### src/rtl/legv8_alu_exec_if.sv
// Bus bundle for the LEGv8 execute stage: operand/opcode inputs and the
// registered result/flag outputs. The master side drives operands, the
// slave side (the execute stage) drives results.
interface legv8_alu_exec_if #(
    parameter int DATA_WIDTH = 64
);
    logic                  iValid;
    logic [1:0]            iALUOp;
    logic [10:0]           iOpcode;
    logic [5:0]            iShamt;
    logic [DATA_WIDTH-1:0] iOperandA;
    logic [DATA_WIDTH-1:0] iOperandB;

    logic                  oValid;
    logic [3:0]            oALUControl;
    logic [DATA_WIDTH-1:0] oResult;
    logic                  oZero;
    logic                  oNeg;
    logic                  oCarry;
    logic                  oOverflow;
    logic                  oIllegal;

    modport master (
        output iValid, iALUOp, iOpcode, iShamt, iOperandA, iOperandB,
        input  oValid, oALUControl, oResult, oZero, oNeg, oCarry, oOverflow, oIllegal
    );

    modport slave (
        input  iValid, iALUOp, iOpcode, iShamt, iOperandA, iOperandB,
        output oValid, oALUControl, oResult, oZero, oNeg, oCarry, oOverflow, oIllegal
    );
endinterface

### src/rtl/legv8_alu_exec.sv
// LEGv8 execute stage: ALU-control decode (ALUOp + opcode) feeding a
// DATA_WIDTH-bit ALU, with result, control code and flags registered
// (one cycle latency). Optional LSL/LSR support is enabled by defining
// the macro ALU_SHIFT_EN; without it those opcodes decode as illegal.
module legv8_alu_exec #(
    parameter int DATA_WIDTH = 64
) (
    input  logic               iCLK,
    input  logic               iRST_n,
    legv8_alu_exec_if.slave    bus
);
    localparam logic [3:0] CTL_AND  = 4'b0000;
    localparam logic [3:0] CTL_ORR  = 4'b0001;
    localparam logic [3:0] CTL_ADD  = 4'b0010;
    localparam logic [3:0] CTL_SUB  = 4'b0110;
    localparam logic [3:0] CTL_PASS = 4'b0111;
    localparam logic [3:0] CTL_LSL  = 4'b1000;
    localparam logic [3:0] CTL_LSR  = 4'b1001;
    localparam logic [3:0] CTL_NOR  = 4'b1100;
    localparam logic [3:0] CTL_ILL  = 4'b1111;

    localparam logic [10:0] OPC_ADD = 11'b10001011000;
    localparam logic [10:0] OPC_SUB = 11'b11001011000;
    localparam logic [10:0] OPC_AND = 11'b10001010000;
    localparam logic [10:0] OPC_ORR = 11'b10101010000;
`ifdef ALU_SHIFT_EN
    localparam logic [10:0] OPC_LSL = 11'b11010011011;
    localparam logic [10:0] OPC_LSR = 11'b11010011010;
`endif

    logic [3:0]                   ctl;
    logic                         illegal;
    logic        [DATA_WIDTH-1:0] b_eff;
    logic        [DATA_WIDTH:0]   sum_ext;
    logic signed [DATA_WIDTH-1:0] a_s;
    logic signed [DATA_WIDTH-1:0] b_s;
    logic signed [DATA_WIDTH-1:0] sum_s;
    logic                         add_ovf;
    logic        [DATA_WIDTH-1:0] res_nxt;
    logic                         carry_nxt;
    logic                         ovf_nxt;

    logic                         vld_p1;
    logic [3:0]                   ctl_p1;
    logic        [DATA_WIDTH-1:0] res_p1;
    logic                         zero_p1;
    logic                         neg_p1;
    logic                         carry_p1;
    logic                         ovf_p1;
    logic                         ill_p1;

`ifndef ALU_SHIFT_EN
    // Shift amount has no consumer when shifts are compiled out.
    logic unused_shamt;
    assign unused_shamt = ^bus.iShamt;
`endif

    // ALU-control decode: ALUOp selects fixed ops, R-type looks at the opcode.
    always_comb begin
        ctl     = CTL_ILL;
        illegal = 1'b1;
        case (bus.iALUOp)
            2'b00: begin ctl = CTL_ADD;  illegal = 1'b0; end
            2'b01: begin ctl = CTL_PASS; illegal = 1'b0; end
            2'b10: begin
                case (bus.iOpcode)
                    OPC_ADD: begin ctl = CTL_ADD; illegal = 1'b0; end
                    OPC_SUB: begin ctl = CTL_SUB; illegal = 1'b0; end
                    OPC_AND: begin ctl = CTL_AND; illegal = 1'b0; end
                    OPC_ORR: begin ctl = CTL_ORR; illegal = 1'b0; end
`ifdef ALU_SHIFT_EN
                    OPC_LSL: begin ctl = CTL_LSL; illegal = 1'b0; end
                    OPC_LSR: begin ctl = CTL_LSR; illegal = 1'b0; end
`endif
                    default: ;
                endcase
            end
            default: ;
        endcase
    end

    // Shared adder: subtraction is A + ~B + 1, so carry-out is NOT borrow.
    always_comb begin
        b_eff   = (ctl == CTL_SUB) ? ~bus.iOperandB : bus.iOperandB;
        sum_ext = {1'b0, bus.iOperandA} + {1'b0, b_eff}
                + {{DATA_WIDTH{1'b0}}, (ctl == CTL_SUB)};
        a_s     = $signed(bus.iOperandA);
        b_s     = $signed(b_eff);
        sum_s   = $signed(sum_ext[DATA_WIDTH-1:0]);
        add_ovf = ((a_s < 0) == (b_s < 0)) && ((sum_s < 0) != (a_s < 0));
    end

    // Result mux; carry/overflow only meaningful for add/sub, zero otherwise.
    always_comb begin
        res_nxt   = '0;
        carry_nxt = 1'b0;
        ovf_nxt   = 1'b0;
        case (ctl)
            CTL_AND:  res_nxt = bus.iOperandA & bus.iOperandB;
            CTL_ORR:  res_nxt = bus.iOperandA | bus.iOperandB;
            CTL_ADD, CTL_SUB: begin
                res_nxt   = sum_ext[DATA_WIDTH-1:0];
                carry_nxt = sum_ext[DATA_WIDTH];
                ovf_nxt   = add_ovf;
            end
            CTL_PASS: res_nxt = bus.iOperandB;
            CTL_NOR:  res_nxt = ~(bus.iOperandA | bus.iOperandB);
`ifdef ALU_SHIFT_EN
            CTL_LSL:  res_nxt = bus.iOperandA << bus.iShamt;
            CTL_LSR:  res_nxt = bus.iOperandA >> bus.iShamt;
`endif
            default:  res_nxt = '0;
        endcase
    end

    // Output register: valid follows every edge, payload loads only when valid.
    always_ff @(posedge iCLK or negedge iRST_n) begin
        if (!iRST_n) begin
            vld_p1   <= 1'b0;
            ctl_p1   <= '0;
            res_p1   <= '0;
            zero_p1  <= 1'b0;
            neg_p1   <= 1'b0;
            carry_p1 <= 1'b0;
            ovf_p1   <= 1'b0;
            ill_p1   <= 1'b0;
        end else begin
            vld_p1 <= bus.iValid;
            if (bus.iValid) begin
                ctl_p1   <= ctl;
                res_p1   <= res_nxt;
                zero_p1  <= (res_nxt == '0);
                neg_p1   <= res_nxt[DATA_WIDTH-1];
                carry_p1 <= carry_nxt;
                ovf_p1   <= ovf_nxt;
                ill_p1   <= illegal;
            end
        end
    end

    // ---- stage p1: registered outputs ----
    assign bus.oValid      = vld_p1;
    assign bus.oALUControl = ctl_p1;
    assign bus.oResult     = res_p1;
    assign bus.oZero       = zero_p1;
    assign bus.oNeg        = neg_p1;
    assign bus.oCarry      = carry_p1;
    assign bus.oOverflow   = ovf_p1;
    assign bus.oIllegal    = ill_p1;
endmodule

### src/flat_wrapper.sv
// flat-port wrapper written by rule: the top's interface ports become plain ports
module legv8_alu_exec_flat 
#(
    parameter int DATA_WIDTH = 64
)
  (iCLK, iRST_n, bus_iValid, bus_iALUOp, bus_iOpcode, bus_iShamt, bus_iOperandA, bus_iOperandB, bus_oValid, bus_oALUControl, bus_oResult, bus_oZero, bus_oNeg, bus_oCarry, bus_oOverflow, bus_oIllegal);
  legv8_alu_exec_if #(.DATA_WIDTH(DATA_WIDTH)) bus_i ();
  input  logic iCLK;
  input  logic iRST_n;
  input wire logic [$bits(bus_i.iValid)-1:0] bus_iValid;
  input wire logic [$bits(bus_i.iALUOp)-1:0] bus_iALUOp;
  input wire logic [$bits(bus_i.iOpcode)-1:0] bus_iOpcode;
  input wire logic [$bits(bus_i.iShamt)-1:0] bus_iShamt;
  input wire logic [$bits(bus_i.iOperandA)-1:0] bus_iOperandA;
  input wire logic [$bits(bus_i.iOperandB)-1:0] bus_iOperandB;
  output wire logic [$bits(bus_i.oValid)-1:0] bus_oValid;
  output wire logic [$bits(bus_i.oALUControl)-1:0] bus_oALUControl;
  output wire logic [$bits(bus_i.oResult)-1:0] bus_oResult;
  output wire logic [$bits(bus_i.oZero)-1:0] bus_oZero;
  output wire logic [$bits(bus_i.oNeg)-1:0] bus_oNeg;
  output wire logic [$bits(bus_i.oCarry)-1:0] bus_oCarry;
  output wire logic [$bits(bus_i.oOverflow)-1:0] bus_oOverflow;
  output wire logic [$bits(bus_i.oIllegal)-1:0] bus_oIllegal;
  assign bus_i.iValid = bus_iValid;
  assign bus_i.iALUOp = bus_iALUOp;
  assign bus_i.iOpcode = bus_iOpcode;
  assign bus_i.iShamt = bus_iShamt;
  assign bus_i.iOperandA = bus_iOperandA;
  assign bus_i.iOperandB = bus_iOperandB;
  assign bus_oValid = bus_i.oValid;
  assign bus_oALUControl = bus_i.oALUControl;
  assign bus_oResult = bus_i.oResult;
  assign bus_oZero = bus_i.oZero;
  assign bus_oNeg = bus_i.oNeg;
  assign bus_oCarry = bus_i.oCarry;
  assign bus_oOverflow = bus_i.oOverflow;
  assign bus_oIllegal = bus_i.oIllegal;
  legv8_alu_exec #(.DATA_WIDTH(DATA_WIDTH)) u_core (.iCLK(iCLK), .iRST_n(iRST_n), .bus(bus_i));
endmodule
### config.mk
export PLATFORM = sky130hd
export DESIGN_NAME = legv8_alu_exec_flat
export DESIGN_NICKNAME = d
export VERILOG_FILES = /design/src/rtl/legv8_alu_exec_if.sv /design/src/rtl/legv8_alu_exec.sv /design/src/flat_wrapper.sv
export SDC_FILE = /design/constraint.sdc
export NUM_CORES = 1
export LEC_CHECK = 0
export ABC_AREA = 1
export CORE_ASPECT_RATIO = 1.5
export CORE_MARGIN = 8
export CORE_UTILIZATION = 35
export CTS_BUF_LIST = sky130_fd_sc_hd__clkbuf_8
export DETAILED_ROUTE_END_ITERATION = 10
export PLACE_DENSITY_LB_ADDON = 0.1
export RECOVER_POWER = 50
export SLEW_MARGIN = 0
export SYNTH_ARGS = -nofsm -noshare
export SYNTH_HDL_FRONTEND = slang
export SYNTH_SLANG_ARGS = --single-unit
### constraint.sdc
create_clock -name iCLK -period 1.55 [get_ports iCLK]
set_input_delay 0.2325 -clock iCLK [delete_from_list [all_inputs] [get_ports iCLK]]
set_output_delay 0.2325 -clock iCLK [all_outputs]
set_load 0.02 [all_outputs]
==> results of run 1 <==
-- per-layer routing --
metal	wire length [um]	share of wire [%]	up-vias
met1	23000	32	8031
met4	8780	12	0
met3	4280	5.9	341
met2	36300	50	855
met5	0	0	-
li1	-	-	7796
-- cell usage in the layout (no fill, tap or decap), types with 25 or more instances in the layout --
cell / count
nand2_4: 53
nand2_2: 131
clkdlybuf4s50_1: 129
dfrtp_1: 73
buf_6: 113
a21oi_2: 49
nand4_1: 25
ha_4: 36
a31oi_1: 29
maj3_1: 35
inv_1: 195
a22oi_1: 33
a21oi_1: 49
nor2_4: 57
dlygate4sd2_1: 74
nand3_2: 44
nor2_1: 157
buf_4: 557
o21ai_0: 41
nand3_4: 27
inv_2: 50
ha_1: 38
nor2_2: 58
o21ai_1: 33
nand3_1: 50
nand2_1: 286
-- through the flow --
step	cells	power [uW]	util [%]
after CTS	3084	13900	70.4
after detailed placement	2957	10300	58.1
after floorplan	1842	5890	-
after global routing	3127	15800	74.9
final	3127	15100	74.9
after global placement	2957	10300	58.1
-- final timing paths --
path,from,to,slack [ps],cells after the start
worst max-delay path,bus_iOpcode[5],u_core.bus.oZero,-2500,33
worst min-delay path,iRST_n,u_core.bus.oResult[11],400,2
worst max register to register,u_core.bus.oResult[52],u_core.bus.oResult[52],750,2
worst min register to register,u_core.bus.oResult[25],u_core.bus.oResult[25],470,2
max in group asynchronous,iRST_n,u_core.bus.oResult[44],220,3
min in group iCLK,u_core.bus.oResult[25],u_core.bus.oResult[25],470,2
-- critical path, delay by kind of cell --
kind | cells | cell delay [ps]
xor+xnor | 1 | 150
fa+ha+maj | 1 | 310
simple gates | 18 | 1930
compound gates | 2 | 400
buf+inv | 11 | 1300
-- what timing repair did --
action,4_1_cts,5_1_grt
buffers inserted,125,47
resized for setup,797,243
hold endpoints to repair,20,0
setup endpoints to repair,143,70
pin swaps,241,184
hold buffers,1,0
gates cloned,8,0
-- area by class of cell --
cell class	instances	area [um^2]
fillers	2340	7730
clock buffers	9	124
well taps	405	507
inverters	255	1000
clock inverters	6	67.6
repair buffers	916	8120
multi-input cells	1463	11500
flip-flops and latches	73	1830
-- state kept, by name (all words and copies together) (netlist names) --
| name | flops |
|---|---|
| u_core.bus.oResult | 63 |
| u_core.bus.oALUControl | 4 |
| u_core.bus.oCarry | 1 |
| u_core.bus.oIllegal | 1 |
| u_core.bus.oNeg | 1 |
| u_core.bus.oOverflow | 1 |
| u_core.bus.oValid | 1 |
| u_core.bus.oZero | 1 |
-- power by group --
part | switching [uW] | leakage [uW] | internal (uW)
registers | 144 | 0.000908 | 2130
clock network | 793 | 0.0000921 | 744
logic | 6070 | 0.00979 | 5220
-- kinds of logic (layout without fill, tap and decap cells) --
kind of cell               after synthesis  in the layout  synth area share, %
xor gates and xnor gates                68             68                 5.47
adders and majority gates              116            116                 12.6
and+or+nand+nor                        934            934                 35.9
AOI/OAI and AO/OA                      345            345                 18.2
DFF                                     73             73                 16.8
buffers and inverters                  306           1186                 11.0
==> key figures, run 1 <==
Setup path
  • Crit path capture type: flip-flop
  • CP arrival: 4330 ps
  • Critical Path RT: 1830 ps
  • CP most frequent cell: buf_4
  • CP max stage delay: 310 ps
  • Max Fanout on Critical Path: 5
  • Critical-path top delay cell: ha_4
  • Critical Path Start Type: primary input
  • Type of the worst setup path: primary input to flip-flop

Yosys
  • Post-synth EDFFs: 0
  • Sequential-to-total area share from yosys stat: 16.8%
  • Main flop type after synthesis: dfrtp_1
  • Distinct cells, synth: 46
  • Main area contributors after synthesis: dfrtp_1 17%, nand2_1 16%, nor2_1 9.2%
  • Yosys warnings: 0
  • Syn Area/Cell: 5.92 um^2
  • Synthesized area: 10900 um^2
  • Synth area leader: dfrtp_1
  • Number of synthesized register bits: 73
  • Most common cell in the netlist: nand2_1
  • Synth Instances: 1842
  • Synth top area share: 16.8%
  • Ys async rst share: 100%
  • Synth Net Count: 2072
  • Commonest cells post-synth: 464 x nand2_1, 268 x nor2_1, 251 x inv_1

Status
  • Failing checks: setup timing
  • Run status: finished with violations

Floorplanning
  • # IOs: 224
  • Overall die height: 232 um
  • Core ar.: 30800 um^2
  • Initial cell density of the core: 35.3%
  • Die W: 160 um
  • DIE AREA: 37200 um^2
  • Site Rows: 79

Power and ir drop
  • Lkg Pwr: 0.0108 uW
  • VDD IR max: 0.000418 V
  • Cell area power density: 653 nW/um^2

CTS
  • CTS Buf Count: 9
  • Clock-pin slew on the worst setup and hold paths: 90 ps
  • Longest Clk Path Bufs: 2
  • Number of H-tree levels: 3
  • CTS tree: done
  • Clock Root Buffer: clkbuf_8
  • Clock sink total: 73
  • Clock latency on the worst-skew pair: 340 ps

GRT
  • M1 GR Usage: 32.1%
  • Met3 usage: 5.41%
  • Grt total ovfl: 0
  • Largest net degree at the start of global routing: 80
  • First-pass GRT wire length: 99600 um
  • Via count of the first global-routing pass: 17100
  • Most Crowded Layer GR: met2
  • All-layer global routing usage: 35.6%
  • Initial antenna violation count: 0
  • Global-route met2 utilization: 65.5%

Final layout
  • Finished Cell Area: 23100 um^2
  • P&R area growth vs syn: 112%
  • Layout cells sized above 1: 50.7%
  • N_diodes: 0
  • Nets: 2948

Timing
  • Final cycle utilization of the critical path: 261%
  • Clock skew: 0 ps
  • Fin. max-slew vios: 0
  • Max Fclk: 247 MHz
  • Setup violators final: 71
  • Max-Slew Margin vs Limit: 29.5%
  • RSZ-0062 raised after global routing: yes
  • Min Tclk post-route: 4050 ps
  • Setup_tns: -130320 ps
  • Hold_ws: 398 ps
  • Hold Violations, Final: 0
  • Final worst setup slack: -2500 ps
  • Slew at the pin closest to its max-slew limit: 1060 ps

Place
  • I/O Buffers: 217
  • Routability Congestion: 1.06
  • Pre-CTS setup slack: -3320 ps
  • Placed Area: 17900 um^2
  • DP HPWL: 53500 um

Route
  • Post-route ant nets: 0
  • WL per Instance: 23.1 um
  • Initial drt markers: 1044
  • Drt first pass iters: 5
  • Routed wire length: 72300 um
  • Drt drc: 0
  • Number of vias per cell: 5.44
  • Vias post-DR: 17000

Flow run
  • Max-Cap Viols: 0

Min path
  • Worst Hold Class: primary input to async pin
(Power assumes the default switching activity.)
==> inputs of run 2 (changes only) <==
TNS_END_PERCENT = 10   (was default)
==> key figures, run 2 (synthesis gave the netlist of run 1 again) <==
Status
  • Run status: finished with violations
  • Failing checks: setup timing

Timing
  • Min Tclk post-route: 3840 ps (-203 ps)
  • Clock skew: 0 ps (unchanged)
  • Max Fclk: 260 MHz (+5.3%)
  • Max-Slew Margin vs Limit: 48.3% (+19 points)
  • Fin. max-slew vios: 0 (unchanged)
  • Final worst setup slack: -2290 ps (+203 ps)
  • RSZ-0062 raised after global routing: yes
  • Slew at the pin closest to its max-slew limit: 775 ps (-283 ps)
  • Setup violators final: 69 (-2.8%)
  • Hold_ws: 396 ps (-1.91 ps)
  • Final cycle utilization of the critical path: 248% (-13 points)
  • Hold Violations, Final: 0 (unchanged)

Power and ir drop
  • VDD IR max: 0.000403 V (-3.4%)
  • Cell area power density: 651 nW/um^2 (-0.34%)
  • Total Power: 13700 uW (-9.0%)
  • Lkg Pwr: 0.0107 uW (-0.84%)

Setup path
  • CP endpoint: u_core.bus.oZero
  • Type of the worst setup path: primary input to flip-flop
  • R2R Path End: u_core.bus.oResult[39]
  • Worst reg-to-reg setup slack: 740 ps (about the same)
  • Critical Path RT: 1840 ps (about the same)
  • Max Fanout on Critical Path: 8 (+3)
  • Crit path capture type: flip-flop
  • CP max stage delay: 360 ps (+50 ps)
  • Critical Path Start Type: primary input
  • CP most frequent cell: nand2_1
  • Worst reg2reg path startpoint: u_core.bus.oResult[39]
  • Setup crit start: bus_iOpcode[5]
  • Critical-path top delay cell: ha_1
  • R2R cell count: 2 (unchanged)
  • CP arrival: 4140 ps (-190 ps)

GRT
  • All-layer global routing usage: 34.0% (-1.6 points)
  • First-pass GRT wire length: 95300 um (-4.4%)
  • Largest net degree at the start of global routing: 66 (-18%)
  • Via count of the first global-routing pass: 16400 (-4.1%)
  • Initial antenna violation count: 0 (unchanged)
  • Grt total ovfl: 0 (unchanged)

Route
  • Initial drt markers: 1106 (+5.9%)
  • Routed wire length: 66500 um (-8.0%)
  • Vias post-DR: 16100 (-5.7%)
  • WL per Instance: 21.7 um (-6.2%)
  • Drt first pass iters: 7 (+2)
  • Drt drc: 0 (unchanged)
  • Number of vias per cell: 5.24 (-3.8%)
  • Post-route ant nets: 0 (unchanged)

Floorplanning
  • Core ar.: 30800 um^2 (unchanged)
  • # IOs: 224 (unchanged)
  • Initial cell density of the core: 35.3% (unchanged)
  • Site Rows: 79 (unchanged)
  • Die W: 160 um (unchanged)
  • DIE AREA: 37200 um^2 (unchanged)
  • Overall die height: 232 um (unchanged)

CTS
  • Clock Root Buffer: clkbuf_8
  • CTS tree: done
  • Number of H-tree levels: 3 (unchanged)
  • Longest Clk Path Bufs: 2 (unchanged)
  • CTS Buf Count: 9 (unchanged)
  • Clock sink total: 73 (unchanged)
  • Clock-pin slew on the worst setup and hold paths: 90 ps (about the same)
  • Clock latency on the worst-skew pair: 360 ps (+20 ps)

Final layout
  • Fin cells: 3066 (-2.0%)
  • Layout cells sized above 1: 42.6% (-8.1 points)
  • Finished Cell Area: 21100 um^2 (-8.7%)
  • Commonest cells after routing, fill and taps aside: 584 x buf_4, 342 x nand2_1, 223 x inv_1
  • Most common cell after layout, fill and taps aside: buf_4
  • Nets: 2886 (-2.1%)
  • P&R area growth vs syn: 93.7%
  • Largest register FFs: 63 (unchanged)
  • N_diodes: 0 (unchanged)

Place
  • I/O Buffers: 217 (unchanged)
  • DP HPWL: 53900 um (+0.70%)
  • Routability Congestion: 1.06 (+0.37%)
  • Placed Cells: 2980 (+0.78%)
  • Placed Area: 17900 um^2 (about the same)

Flow run
  • Max-Cap Viols: 0 (unchanged)

Min path
  • Worst Hold Class: primary input to async pin
## run 2: final cells by class
class,count,area (um^2)
Sequential cell,73,1830
Inverter,255,1000
Clock inverter,6,48.8
Timing Repair Buffer,854,7450
Clock buffer,10,138
Tap cell,405,507
Fill cell,2726,9730
Multi-Input combinational cell,1463,10100
## run 2: report_power, final
| group | switching, uW | internal, uW |
|---|---|---|
| clock | 804 | 638 |
| combinational | 5400 | 4630 |
| sequential | 149 | 2130 |
## run 2: critical path, delay by kind of cell
kind                       cells  cell delay [ps]
xor gates and xnor gates       1              140
and+or+nand+nor               24             2290
adders and majority gates      1              360
AOI/OAI and AO/OA              3              440
buffers and inverters          5              660
## run 2: how the worst min path moves through the flow
stage	from	end	slack [ps]	depth (start not counted)
floorplan	iRST_n	u_core.bus.oALUControl[0]	-60	0
global placement	iRST_n	u_core.bus.oResult[4]	140	1
detailed placement	iRST_n	u_core.bus.oResult[4]	140	1
CTS	iRST_n	u_core.bus.oResult[4]	290	2
global route	iRST_n	u_core.bus.oResult[6]	450	2
finish	iRST_n	u_core.bus.oResult[4]	400	2
## run 2: per-layer routing
| layer | wire length (um) | global-route usage (%) | vias to the layer above |
|---|---|---|---|
| li1 | - | - | 7670 |
| met1 | 22200 | 31.7 | 7499 |
| met2 | 33500 | 62.7 | 628 |
| met3 | 2810 | 4.17 | 255 |
| met4 | 8050 | 34.0 | 0 |
| met5 | 0 | 0 | - |
## run 2: repair_timing
item,CTS,global route
gates cloned,3,1
gates resized for setup,404,326
pin swaps,124,103
setup endpoints to repair,144,142
endpoints found under the hold margin,19,0
buffers inserted,39,31
hold buffers,1,0
## run 2: through the flow
step | setup TNS, ps | util [%] | worst slack (ps)
global route | -122780 | 68.4 | -2600
finish | -111360 | 68.4 | -2290
CTS | -113360 | 63.9 | -2270
global placement | -181640 | 58.0 | -3410
detailed placement | -183430 | 58.0 | -3380
floorplan | -86670 | - | -1970
